File: src/rtl/opb_register_simulink2ppc_capture_if.sv
// OPB slave-side bus bundle for the Simulink-to-PPC capture register.
// Master drives OPB_* request signals; slave returns Sl_* responses.
interface opb_register_simulink2ppc_capture_if;
    logic [0:31] OPB_ABus;
    logic [0:3]  OPB_BE;
    logic [0:31] OPB_DBus;
    logic        OPB_RNW;
    logic        OPB_select;
    logic        OPB_seqAddr;
    logic [0:31] Sl_DBus;
    logic        Sl_xferAck;
    logic        Sl_errAck;
    logic        Sl_retry;
    logic        Sl_toutSup;

    modport master (
        output OPB_ABus, OPB_BE, OPB_DBus, OPB_RNW, OPB_select, OPB_seqAddr,
        input  Sl_DBus, Sl_xferAck, Sl_errAck, Sl_retry, Sl_toutSup
    );

    modport slave (
        input  OPB_ABus, OPB_BE, OPB_DBus, OPB_RNW, OPB_select, OPB_seqAddr,
        output Sl_DBus, Sl_xferAck, Sl_errAck, Sl_retry, Sl_toutSup
    );
endinterface

File: src/rtl/opb_register_simulink2ppc_capture.sv
// Fabric-to-PPC capture register: fabric pushes 32-bit words, PPC reads over OPB.
// Ports: OPB_Clk/OPB_Rst_n, opb (OPB slave bundle), user_data_in/user_data_valid
// (capture strobe), user_freeze (ctrl bit0 exported to fabric).
// Map: +0 DATA(RO) +4 STATUS{ovr,new}(RO) +8 CTRL{clr,frz} +C COUNT(RO).
module opb_register_simulink2ppc_capture #(
    parameter logic [31:0] C_BASEADDR   = 32'h0100_0100,
    parameter logic [31:0] C_HIGHADDR   = 32'h0100_01FF,
    parameter int          C_OPB_AWIDTH = 32,
    parameter int          C_OPB_DWIDTH = 32,
    parameter              C_FAMILY     = "virtex5"
) (
    input  logic                                    OPB_Clk,
    input  logic                                    OPB_Rst_n,
    opb_register_simulink2ppc_capture_if.slave      opb,
    input  logic [31:0]                             user_data_in,
    input  logic                                    user_data_valid,
    output logic                                    user_freeze
);

    localparam bit IsV5 = (C_FAMILY == "virtex5");

    logic [C_OPB_AWIDTH-1:0] addr;
    logic [C_OPB_AWIDTH-1:0] off;
    logic [C_OPB_DWIDTH-1:0] wdata;
    logic [C_OPB_DWIDTH-1:0] rmux;
    logic [1:0]              idx;
    logic                    hit;
    logic                    in_regs;
    logic                    xfer;
    logic                    rd;
    logic                    wr;
    logic                    rd_data;
    logic                    rd_stat;
    logic                    wr_ctrl;
    logic                    clr;
    logic                    accept;
    logic                    set_ovr;

    logic                    ack_q, ack_d;
    logic [31:0]             dbus_q, dbus_d;
    logic [31:0]             data_q, data_d;
    logic [31:0]             cnt_q, cnt_d;
    logic                    new_q, new_d;
    logic                    ovr_q, ovr_d;
    logic                    frz_q, frz_d;

    // OPB bit 31 is the integer LSB, so a plain copy keeps numeric value.
    assign addr  = opb.OPB_ABus;
    assign wdata = opb.OPB_DBus;
    assign off   = addr - C_BASEADDR;
    assign idx   = addr[3:2];

    assign hit = opb.OPB_select
              && (addr >= C_BASEADDR)
              && (addr <= C_HIGHADDR);

    // Only the first four words are real registers; the rest of the window
    // reads zero and swallows writes.
    assign in_regs = (off[C_OPB_AWIDTH-1:4] == '0);

    // A new transfer starts only when no ack is outstanding, which makes a
    // held select re-ack every other cycle.
    assign xfer = hit && !ack_q;
    assign rd   = xfer && opb.OPB_RNW;
    assign wr   = xfer && !opb.OPB_RNW;

    assign rd_data = rd && in_regs && (idx == 2'd0);
    assign rd_stat = rd && in_regs && (idx == 2'd1);
    assign wr_ctrl = wr && in_regs && (idx == 2'd2) && opb.OPB_BE[3];
    assign clr     = wr_ctrl && wdata[1];

    assign accept = user_data_valid && !frz_q;

    // A DATA read racing an accept hands the old word out, so the fresh word
    // is not an overrun.
    assign set_ovr = accept && new_q && !rd_data;

    always_comb begin
        rmux = '0;
        if (in_regs) begin
            unique case (idx)
                2'd0: rmux = data_q;
                2'd1: rmux = {30'b0, ovr_q, new_q};
                2'd2: rmux = {31'b0, frz_q};
                2'd3: rmux = cnt_q;
            endcase
        end
    end

    always_comb begin
        ack_d  = xfer;
        dbus_d = rd ? rmux : '0;

        data_d = accept ? user_data_in : data_q;

        new_d = new_q;
        if (accept) begin
            new_d = 1'b1;
        end else if (rd_data) begin
            new_d = 1'b0;
        end

        ovr_d = ovr_q;
        if (set_ovr) begin
            ovr_d = 1'b1;
        end else if (rd_stat) begin
            ovr_d = 1'b0;
        end

        cnt_d = cnt_q;
        if (clr) begin
            cnt_d = '0;
        end else if (accept) begin
            cnt_d = cnt_q + 32'd1;
        end

        frz_d = wr_ctrl ? wdata[0] : frz_q;
    end

    always_ff @(posedge OPB_Clk or negedge OPB_Rst_n) begin
        if (!OPB_Rst_n) begin
            ack_q  <= 1'b0;
            dbus_q <= '0;
            data_q <= '0;
            cnt_q  <= '0;
            new_q  <= 1'b0;
            ovr_q  <= 1'b0;
            frz_q  <= 1'b0;
        end else begin
            ack_q  <= ack_d;
            dbus_q <= dbus_d;
            data_q <= data_d;
            cnt_q  <= cnt_d;
            new_q  <= new_d;
            ovr_q  <= ovr_d;
            frz_q  <= frz_d;
        end
    end

    assign opb.Sl_DBus    = dbus_q;
    assign opb.Sl_xferAck = ack_q;
    assign opb.Sl_errAck  = 1'b0;
    assign opb.Sl_retry   = 1'b0;
    assign opb.Sl_toutSup = 1'b0;
    assign user_freeze    = frz_q;

    logic unused;
    assign unused = ^{opb.OPB_seqAddr, opb.OPB_BE[0:2], wdata[31:2],
                      off[3:0], IsV5};

endmodule

File: src/flat_wrapper.sv
// flat-port wrapper written by rule: the top's interface ports become plain ports
module opb_register_simulink2ppc_capture_flat 
#(
    parameter logic [31:0] C_BASEADDR   = 32'h0100_0100,
    parameter logic [31:0] C_HIGHADDR   = 32'h0100_01FF,
    parameter int          C_OPB_AWIDTH = 32,
    parameter int          C_OPB_DWIDTH = 32,
    parameter              C_FAMILY     = "       "
)
  (OPB_Clk, OPB_Rst_n, user_data_in, user_data_valid, user_freeze, opb_OPB_ABus, opb_OPB_BE, opb_OPB_DBus, opb_OPB_RNW, opb_OPB_select, opb_OPB_seqAddr, opb_Sl_DBus, opb_Sl_xferAck, opb_Sl_errAck, opb_Sl_retry, opb_Sl_toutSup);
  opb_register_simulink2ppc_capture_if opb_i ();
  input  logic OPB_Clk;
  input  logic OPB_Rst_n;
  input  logic [31:0] user_data_in;
  input  logic user_data_valid;
  output logic user_freeze;
  input wire logic [$bits(opb_i.OPB_ABus)-1:0] opb_OPB_ABus;
  input wire logic [$bits(opb_i.OPB_BE)-1:0] opb_OPB_BE;
  input wire logic [$bits(opb_i.OPB_DBus)-1:0] opb_OPB_DBus;
  input wire logic [$bits(opb_i.OPB_RNW)-1:0] opb_OPB_RNW;
  input wire logic [$bits(opb_i.OPB_select)-1:0] opb_OPB_select;
  input wire logic [$bits(opb_i.OPB_seqAddr)-1:0] opb_OPB_seqAddr;
  output wire logic [$bits(opb_i.Sl_DBus)-1:0] opb_Sl_DBus;
  output wire logic [$bits(opb_i.Sl_xferAck)-1:0] opb_Sl_xferAck;
  output wire logic [$bits(opb_i.Sl_errAck)-1:0] opb_Sl_errAck;
  output wire logic [$bits(opb_i.Sl_retry)-1:0] opb_Sl_retry;
  output wire logic [$bits(opb_i.Sl_toutSup)-1:0] opb_Sl_toutSup;
  assign opb_i.OPB_ABus = opb_OPB_ABus;
  assign opb_i.OPB_BE = opb_OPB_BE;
  assign opb_i.OPB_DBus = opb_OPB_DBus;
  assign opb_i.OPB_RNW = opb_OPB_RNW;
  assign opb_i.OPB_select = opb_OPB_select;
  assign opb_i.OPB_seqAddr = opb_OPB_seqAddr;
  assign opb_Sl_DBus = opb_i.Sl_DBus;
  assign opb_Sl_xferAck = opb_i.Sl_xferAck;
  assign opb_Sl_errAck = opb_i.Sl_errAck;
  assign opb_Sl_retry = opb_i.Sl_retry;
  assign opb_Sl_toutSup = opb_i.Sl_toutSup;
  opb_register_simulink2ppc_capture #(.C_BASEADDR(C_BASEADDR), .C_HIGHADDR(C_HIGHADDR), .C_OPB_AWIDTH(C_OPB_AWIDTH), .C_OPB_DWIDTH(C_OPB_DWIDTH), .C_FAMILY(C_FAMILY)) u_core (.OPB_Clk(OPB_Clk), .OPB_Rst_n(OPB_Rst_n), .opb(opb_i), .user_data_in(user_data_in), .user_data_valid(user_data_valid), .user_freeze(user_freeze));
endmodule
File: config.mk
export PLATFORM = sky130hd
export DESIGN_NAME = opb_register_simulink2ppc_capture_flat
export DESIGN_NICKNAME = d
export VERILOG_FILES = /design/src/rtl/opb_register_simulink2ppc_capture_if.sv /design/src/rtl/opb_register_simulink2ppc_capture.sv /design/src/flat_wrapper.sv
export SDC_FILE = /design/constraint.sdc
export NUM_CORES = 1
export LEC_CHECK = 0
export ABC_AREA = 1
export CORE_ASPECT_RATIO = 0.6
export CORE_MARGIN = 10
export CORE_UTILIZATION = 49
export DETAILED_ROUTE_END_ITERATION = 10
export GPL_ROUTABILITY_DRIVEN = 0
export PLACE_DENSITY = 0.93
export SLEW_MARGIN = 20
export SYNTH_ARGS = -nofsm -noshare
export SYNTH_HDL_FRONTEND = slang
export SYNTH_SLANG_ARGS = --single-unit
File: constraint.sdc
create_clock -name OPB_Clk -period 2.5 [get_ports OPB_Clk]
set_clock_uncertainty 0.1 [all_clocks]
set_input_delay 0.25 -clock OPB_Clk [delete_from_list [all_inputs] [get_ports OPB_Clk]]
set_output_delay 0.25 -clock OPB_Clk [all_outputs]
set_load 0.05 [all_outputs]
# Yosys cells after proc, flatten, opt, wreduce, memory -nomap -nowiden
# Cells that the tools add are included.
# W data, S select, Z words.
dict set report totals {
  input_bits 106
  out_inout_bits 37
  wordCells 47
  reg_bits 100
}
dict set report classes {
  add_sub_neg 2
  n_reduce_logical 24
  n_eq_ne 3
  mux 9
  magnitude_cmp 2
}
# cell count
set op_table {}
lappend op_table {{$mux W32} 4}
lappend op_table {{$pmux W32 S4} 1}
lappend op_table {{$add A32 B1 Y32 const B} 1}
lappend op_table {{$ge A32 B25 Y1 const B} 1}
lappend op_table {{$le A32 B25 Y1 const B} 1}
lappend op_table {{$sub A32 B25 Y32 const B} 1}
lappend op_table {{$logic_not A28 Y1} 1}
lappend op_table {{$logic_and A1 B1 Y1} 15}
lappend op_table {{$reduce_bool A2 Y1} 3}
lappend op_table {{$eq A2 B2 Y1 const B} 2}
lappend op_table {{$logic_not A1 Y1} 4}
lappend op_table {{$mux W1} 4}
lappend op_table {{$eq A2 B1 Y1 const B} 1}
lappend op_table {{$logic_not A2 Y1} 1}

# Longest topological paths before layout
# Gate-level depths: netlist of run 1.
dict set report logic_depth {
  word_depth 10
  ltp_mapped 15
}

# Least setup slack after synthesis of run 1
# OpenSTA, ideal clock, no wires.
dict set report synth_timing {
  path_type {register to register}
  start {register u_core.frz_q, in the netlist u_core.user_freeze}
  end {register u_core.cnt_q[28]}
  setup_slack_ns 0.372
  required_time_ns 2.287
  period_less_slack_ns 2.128
  t_arrival_ns 1.915
  n_path_buf 0
  stages_incl_launch_ff 14
  setup_ns 0.113
  cell_sequence {dfrtp_1 -> inv_1 -> nand2_1 -> nor3_2 -> nand2_1 -> nor2_1 -> nand2_1 -> nor2_1 -> nand2_1 -> nor3_1 -> xnor2_1 -> clkinv_1 -> nand2_1 -> inv_1}
}
dict set report synth_between {
  elab_chain_cells 3
}
# element line
set synth_lines {}
lappend synth_lines {{start: declaration} opb_register_simulink2ppc_capture.sv:45} ;# logic frz_q, frz_d;
lappend synth_lines {{start signal: assignment} opb_register_simulink2ppc_capture.sv:136} ;# frz_q <= frz_d;
lappend synth_lines {{$logic_not A1 Y1} opb_register_simulink2ppc_capture.sv:72} ;# assign accept = user_data_valid && !frz_q;
lappend synth_lines {{$logic_and A1 B1 Y1} opb_register_simulink2ppc_capture.sv:72}
lappend synth_lines {{$reduce_bool A2 Y1 (no line)} --}
lappend synth_lines {{end signal: assignment} opb_register_simulink2ppc_capture.sv:133} ;# cnt_q <= cnt_d;
lappend synth_lines {{end: declaration} opb_register_simulink2ppc_capture.sv:42} ;# logic [31:0] cnt_q, cnt_d;
# Every way passes these cells.
# A chain may end at the register's enable or synchronous reset.

# Worst setup path in the final report of run 1
dict set report layout_timing {
  start {input port opb_OPB_ABus[15]}
  end {register u_core.dbus_q[15], in the netlist u_core.opb.Sl_DBus[16]}
}
dict set report layout_between {
  elab_chain_cells 6
  elab_cells_between_ends 10
}
# element line
set layout_lines {}
lappend layout_lines {{start: declaration} flat_wrapper.sv:17} ;# input wire logic [$bits(opb_i.OPB_ABus)-1:0] opb_OPB_ABus;
lappend layout_lines {{parallel branches: the longest is 5 deep, another holds $sub A32 B25 Y32} --}
lappend layout_lines {{$mux W32 (*)} opb_register_simulink2ppc_capture.sv:92} ;# dbus_d = rd ? rmux : '0;
lappend layout_lines {{via u_core.dbus_d[15]} opb_register_simulink2ppc_capture.sv:40} ;# logic [31:0] dbus_q, dbus_d;
lappend layout_lines {{end signal: assignment} opb_register_simulink2ppc_capture.sv:131} ;# dbus_q <= dbus_d;
lappend layout_lines {{end: declaration} opb_register_simulink2ppc_capture.sv:40}
# Mark *: on every way through the listed nets, which the timed path passes.

==> results of run 1 <==
-- critical path, delay by kind of cell --
| family | cells | cell delay, ns |
|---|---|---|
| buf+inv | 4 | 0.94 |
| simple gates | 11 | 1.46 |
-- area by class of cell --
class                           instances  area (um2)  share of cell area
Tap cell                              139         174              0.0244
Clock inverter                          7        72.6              0.0102
Multi-Input combinational cell        480        2320               0.326
Clock buffer                            9         225              0.0316
Sequential cell                       100        2500               0.351
Timing Repair Buffer                  156        1490               0.209
Inverter                               91         342              0.0479
-- power breakdown --
part / internal [mW] / switching, mW / leakage, nW / total (mW)
logic: 0.253 / 0.343 / 2.35 / 0.596
registers: 1.72 / 0.115 / 1.30 / 1.83
clock network: 0.703 / 0.687 / 0.146 / 1.39
-- cell families after synthesis --
| group | after synthesis | share of synthesized area |
|---|---|---|
| and+or+nand+nor | 435 | 0.365 |
| buffers and inverters | 124 | 0.0986 |
| DFF | 100 | 0.475 |
| xor gates and xnor gates | 24 | 0.0399 |
| AOI/OAI and AO/OA | 17 | 0.0185 |
| adders and majority gates | 1 | 0.00238 |
| other | 1 | 0.000712 |
-- state kept, by name (all words and copies together), names as in the netlist --
name / count
u_core.data_q: 32
u_core.opb.Sl_DBus: 32
u_core.cnt_q: 32
u_core.user_freeze: 1
u_core.opb.Sl_xferAck: 1
u_core.ovr_q: 1
u_core.new_q: 1
-- metrics by stage --
| step | hold WS (ns) | total power, mW | TNS [ns] |
|---|---|---|---|
| finish | 0.320 | 3.82 | 0 |
| global route | 0.328 | 3.96 | -0.472 |
| CTS | 0.320 | 3.79 | 0 |
| detailed placement | 0.249 | 2.39 | -12.13 |
| global placement | 0.241 | 2.35 | -6.04 |
| floorplan | -0.146 | 2.10 | 0 |
-- cell usage after synthesis (4+ instances only) --
cell type  instances
buf_2             10
dfrtp_1          100
buf_6              4
buf_1              5
inv_1             62
xor2_1            16
nand3_1           23
nand2_1          255
a21oi_1            6
xnor2_1            8
nor3_1            13
inv_2             27
nor2_1            58
nand4_1           68
clkbuf_1          11
o21ai_0            5
-- cell usage in the layout (no fill, tap or decap), types with 5 or more instances in the layout --
cell type	count
nand2_2	5
nand3_1	23
inv_1	62
xor2_1	16
a21oi_1	6
dlymetal6s2s_1	5
dfrtp_1	100
nand2_1	253
inv_2	27
buf_4	44
nor2_1	42
nor2_2	15
nor3_1	13
nor2_4	7
o21ai_0	5
clkdlybuf4s50_1	97
xnor2_1	8
nand4_1	68
clkbuf_16	9
buf_6	5
-- repair_timing --
action	CTS	global route
hold buffers	1	0
endpoints found under the hold margin	100	0
endpoints found under the setup margin	0	67
buffers inserted	0	5
gates resized for setup	0	32
-- final timing paths --
check                                         end  depth (start not counted)
max in group asynchronous        u_core.data_q[5]                          3
hold reg to reg                      u_core.ovr_q                          2
setup / recovery           u_core.opb.Sl_DBus[16]                         15
setup reg to reg                 u_core.cnt_q[24]                         13
min in group asynchronous        u_core.cnt_q[15]                          3
hold / removal                   u_core.data_q[2]                          3
-- routing by layer --
metal  up-vias  global-route usage  wire length [um]
li1       2476                   -                 -
met1      2507               0.279              6970
met2       362               0.338              7920
met3        42              0.0628              1950
met4         0              0.0701               497
met5         -                   0                 0
==> run summary, run 1 <==
## Route
* 704 — number of design-rule violations left by the first detailed-router iteration
* 17300 um — final routed wirelength across all metal layers
* 0 — Antenna Nets Post-Route
* 0 — drt drc
* 6 — first-pass iteration count of the detailed router
* 17.7 um — Routed wire per std cell
* 5.49 — via density per instance
* 5387 — vias after detailed routing

## Layout
* 0.148 — share of final-layout standard cells stronger than drive strength 1
* 7130 um2 — final instance area
* 755 — filler instances
* 0.678 — final core utilization
* 0 — Antenna diodes
* 982 — post-route non-filler standard cell count
* 945 — final net count
* 35.4% — synth-to-layout area growth

## STA
* true — setup repair after global routing missed its margin
* 0 — final count of pins violating max slew
* 2.47 ns — shortest period the worst path allows
* 0.561 ns — transition at the pin with the smallest max-transition slack
* 0.987 — post-route clock period utilization
* 0 — count of endpoints failing setup in the final report
* 0.625 — headroom to the max-slew limit
* 0.0317 ns — fin worst setup slack
* 0 — final hold vios
* 405 MHz — top achievable clock speed

## Critical path
* 2.69 ns — data required time at the worst endpoint
* input port to register — worst setup path class
* clkdlybuf4s50_1 — slowest library cell on the worst path
* 7 — maximum fanout along the worst path
* register — type of element capturing the critical path
* 0.55 ns — delay contributed by the slowest stage of the critical path
* u_core.cnt_q[0] — Reg2Reg Launch Point
* opb_OPB_ABus[15] — startpoint of the most critical setup path
* input port — startpoint class of the critical path
* 2.66 ns — arrival time of the worst setup path
* 0.24 ns — minimum setup slack among reg-to-reg paths
* clkdlybuf4s50_1, nor2_2, nand2_1, inv_1, nand2_1, buf_4, nand3_1, nor2_2, nand3_1, nor2_1, nand3_1, nor2_4, buf_2, nand4_1, nand2_1 — CP Cell Sequence

## GRT
* 27000 um — wire length of the first global-routing pass
* 5166 — number of global-route vias before repair
* 0 — antenna violations before repair
* 101 — maximum number of pins on one net before global-route repair
* 0.215 — GR Util All Layers
* 0 — overflow left after global routing

## Place
* 6680 um2 — post-placement cell area
* 103 — IO Port Bufs
* 959 — placed cells
* -0.221 ns — pre-CTS setup slack
* 12200 um — HPWL after detailed placement

## CTS
* 2 — Longest Clk Path Bufs
* done — clock tree from TritonCTS
* 3 — # H-tree levels
* clkbuf_16 — buffer cell driving the clock tree root
* 9 — number of buffers created by CTS
* 0.36 ns — clock latency on the worst-skew pair
* 100 — CTS sink cnt
* 0.07 ns — clock-pin slew on the worst setup and hold paths

## Floorplan
* 10500 um2 — CORE AREA
* 154 um — die extent in x
* 29 — cell row count
* 15400 um2 — die area
* 0.500 — effective utilization at floorplan
* 100 um — overall die height
* 143 — # IOs

## Power
* 535 nW/um2 — pwr/cell area
* 0.385 mV — worst IR drop on VDD
* 3.79 nW — total leakage power

## Outcome
* complete, no violations — outcome

## Synthesis
* 702 — Cells after Synth
* 100 — register bit total from synthesis
* 0.475 — share of Yosys cell area claimed by the top area cell type
* 0 — synth warn
* 0.475 — register area share after synthesis
* 5270 um2 — area of the mapped netlist
* dfrtp_1 — top_reg_cell synth
* 34 — count of distinct cell types in the synthesized netlist
* 7.50 um2 — Mapped Avg Cell Area
* dfrtp_1 — leading area contributor after synthesis
* 1.00 — Async SR Flop Fraction
* 0 — EDFF count, synth
* dfrtp_1 (48%), nand2_1 (18%), nand4_1 (8.1%) — cell types occupying the most area after synthesis

## Min path
* user_data_in[2] — start point of the worst min-delay path
* input port to register — worst min-delay path category

## Run
* 0 — Max Cap Violations

Power figures use the tool's default switching activity.
==> run 2: changes to the inputs <==
- HOLD_SLACK_MARGIN: not set -> 0.05
==> results of run 2 <==
Final layout, timing and power as in run 1 (identical DEF).
==> run 3: changes to the inputs <==
- HOLD_SLACK_MARGIN: 0.05 -> not set
- PLACE_DENSITY: 0.93 -> not set
- PLACE_DENSITY_LB_ADDON: not set -> 0.3
==> run summary, run 3 (synthesis results as in run 1) <==
## Critical path
* 13 — logic depth of the worst register-to-register path
* 16 — critical path depth in cells
* simple AND/OR/NAND/NOR gates — cell family with the largest share of critical-path delay
* input port — startpoint class of the critical path
* nand2_1 — Most common cell on crit path
* input port to register — worst setup path class
* clkdlybuf4s50_1, nor2_4, nand2_2, nor2_4, nand2_1, nand2_2, nand2_1, nand2_1, nand2_1, nor2_2, nand3_2, nor2_4, nand3_4, buf_12, nand2_1, inv_1 — CP Cell Sequence
* 32 — maximum fanout along the worst path
* clkdlybuf4s50_1 — slowest library cell on the worst path
* 2.48 ns — arrival time of the worst setup path
* 0.31 ns — minimum setup slack among reg-to-reg paths
* 3 — number of buffers and inverters on the critical path
* u_core.cnt_q[1] — Reg2Reg Launch Point
* 2.64 ns — data required time at the worst endpoint
* u_core.cnt_q[26] — CP Capture Point
* u_core.cnt_q[18] — worst reg2reg endpoint
* register — type of element capturing the critical path
* opb_OPB_ABus[9] — startpoint of the most critical setup path
* 0.48 ns — delay contributed by the slowest stage of the critical path

## Route
* 8 — first-pass iteration count of the detailed router
* 14300 um — final routed wirelength across all metal layers
* 0 — drt drc
* 4902 — vias after detailed routing
* 313 — number of design-rule violations left by the first detailed-router iteration
* 14.9 um — Routed wire per std cell
* 5.11 — via density per instance
* 0 — Antenna Nets Post-Route

## Floorplan
* 100 um — overall die height
* 143 — # IOs
* 154 um — die extent in x
* 15400 um2 — die area
* 10500 um2 — CORE AREA
* 0.500 — effective utilization at floorplan
* 29 — cell row count

## Power
* 3.68 nW — total leakage power
* 2.85 mW — Internal Power
* 0.264 — switching part of the total power
* 0.141 — combinational cell fraction of total power
* 0.467 — portion of total power attributed to sequential cells
* 0.438 mV — worst IR drop on VDD
* 0.392 — relative contribution of the clock network to total power
* 552 nW/um2 — pwr/cell area
* 1.02 mW — net load switching power

## CTS
* 3 — # H-tree levels
* done — clock tree from TritonCTS
* 100 — CTS sink cnt
* 0.35 ns — clock latency on the worst-skew pair
* 2 — Longest Clk Path Bufs
* clkbuf_16 — buffer cell driving the clock tree root
* 0.07 ns — clock-pin slew on the worst setup and hold paths
* 9 — number of buffers created by CTS

## GRT
* 4732 — number of global-route vias before repair
* 0 — antenna violations before repair
* 0.186 — GR Util All Layers
* 48 — maximum number of pins on one net before global-route repair
* 0 — overflow left after global routing
* 23700 um — wire length of the first global-routing pass

## STA
* 0.937 — post-route clock period utilization
* 0.159 ns — fin worst setup slack
* 427 MHz — top achievable clock speed
* 0 — final count of pins violating max slew
* 0 — count of endpoints failing setup in the final report
* 0.636 ns — transition at the pin with the smallest max-transition slack
* 0.576 — headroom to the max-slew limit
* 0 — final hold vios
* 2.34 ns — shortest period the worst path allows

## Run
* 0 — Max Cap Violations

## Outcome
* complete, no violations — outcome

## Place
* 103 — IO Port Bufs
* 10200 um — HPWL after detailed placement
* -0.229 ns — pre-CTS setup slack
* 6580 um2 — post-placement cell area

## Layout
* 7010 um2 — final instance area
* 865 — filler instances
* 33.2% — synth-to-layout area growth
* 0.114 — share of final-layout standard cells stronger than drive strength 1
* nand2_1 (255), clkdlybuf4s50_1 (101), dfrtp_1 (100) — commonest cells after routing, fill and taps aside
* 0 — Antenna diodes
* 0.666 — final core utilization
* 923 — final net count
* nand2_1 — most common cell after layout, fill and taps aside

## Min path
* input port to register — worst min-delay path category

## run 3: cell types whose count changed in the layout (fill, tap and decap cells not counted), moves of 2 or more
cell,delta
nand2_2,-2
clkinv_8,-2
dlymetal6s2s_1,-4
nand2_1,+2
bufinv_16,+2
nor2_2,-8
buf_4,-21
buf_12,+4
nor2_1,+8
buf_6,-4
inv_6,-2
clkdlybuf4s50_1,+4
## run 3: layout make-up
type,count,area (um2),area share
Clock buffer,10,229,0.0327
Clock inverter,6,93.8,0.0134
Inverter,91,342,0.0487
Multi-Input combinational cell,480,2310,0.329
Sequential cell,100,2500,0.357
Tap cell,139,174,0.0248
Timing Repair Buffer,134,1360,0.194
## run 3: layer usage
| metal | share of wire | up-vias | routed length (um) | track usage |
|---|---|---|---|---|
| li1 | - | 2445 | - | - |
| met1 | 0.48 | 2267 | 6830 | 0.261 |
| met2 | 0.43 | 176 | 6170 | 0.275 |
| met3 | 0.079 | 14 | 1130 | 0.0504 |
| met4 | 0.013 | 0 | 189 | 0.0528 |
| met5 | 0 | - | 0 | 0 |
## run 3: metrics by stage
stage | TNS [ns] | std cells | hold WS (ns) | total power, mW
2_1_floorplan | 0 | 704 | -0.146 | 2.10
3_3_place_gp | -5.78 | 939 | 0.204 | 2.34
3_5_place_dp | -10.20 | 939 | 0.211 | 2.37
4_1_cts | 0 | 956 | 0.317 | 3.88
5_1_grt | -0.00403 | 960 | 0.337 | 4.06
6_report | 0 | 960 | 0.324 | 3.87
## run 3: repair_timing
action | CTS | global route
endpoints found under the hold margin | 45 | 0
setup buffers | 0 | 3
setup endpoints to repair | 0 | 44
hold buffers | 1 | 0
gates resized for setup | 0 | 14
## run 3: power by group through the flow
stage | clock network [mW] | logic [mW] | registers, mW
5_1_grt | 1.61 | 0.623 | 1.82
3_3_place_gp | 0 | 0.511 | 1.83
4_1_cts | 1.54 | 0.542 | 1.80
6_report | 1.52 | 0.545 | 1.81
3_5_place_dp | 0 | 0.535 | 1.83
2_1_floorplan | 0 | 0.294 | 1.81
## run 3: tightest hold or removal path, cell delays in order
cell and delay [ns]:
clkdlybuf4s50_1 0.39, nand2_1 0.06, nand2_1 0.04
## run 3: worst min path at each step
stage / to / slack, ns / from / depth (start not counted)
floorplan: u_core.cnt_q[0] / -0.15 / OPB_Rst_n / 0
global placement: u_core.user_freeze / 0.20 / OPB_Rst_n / 1
detailed placement: u_core.user_freeze / 0.21 / OPB_Rst_n / 1
CTS: u_core.data_q[10] / 0.32 / user_data_in[10] / 3
global route: u_core.data_q[5] / 0.34 / user_data_in[5] / 3
finish: u_core.data_q[10] / 0.32 / user_data_in[10] / 3
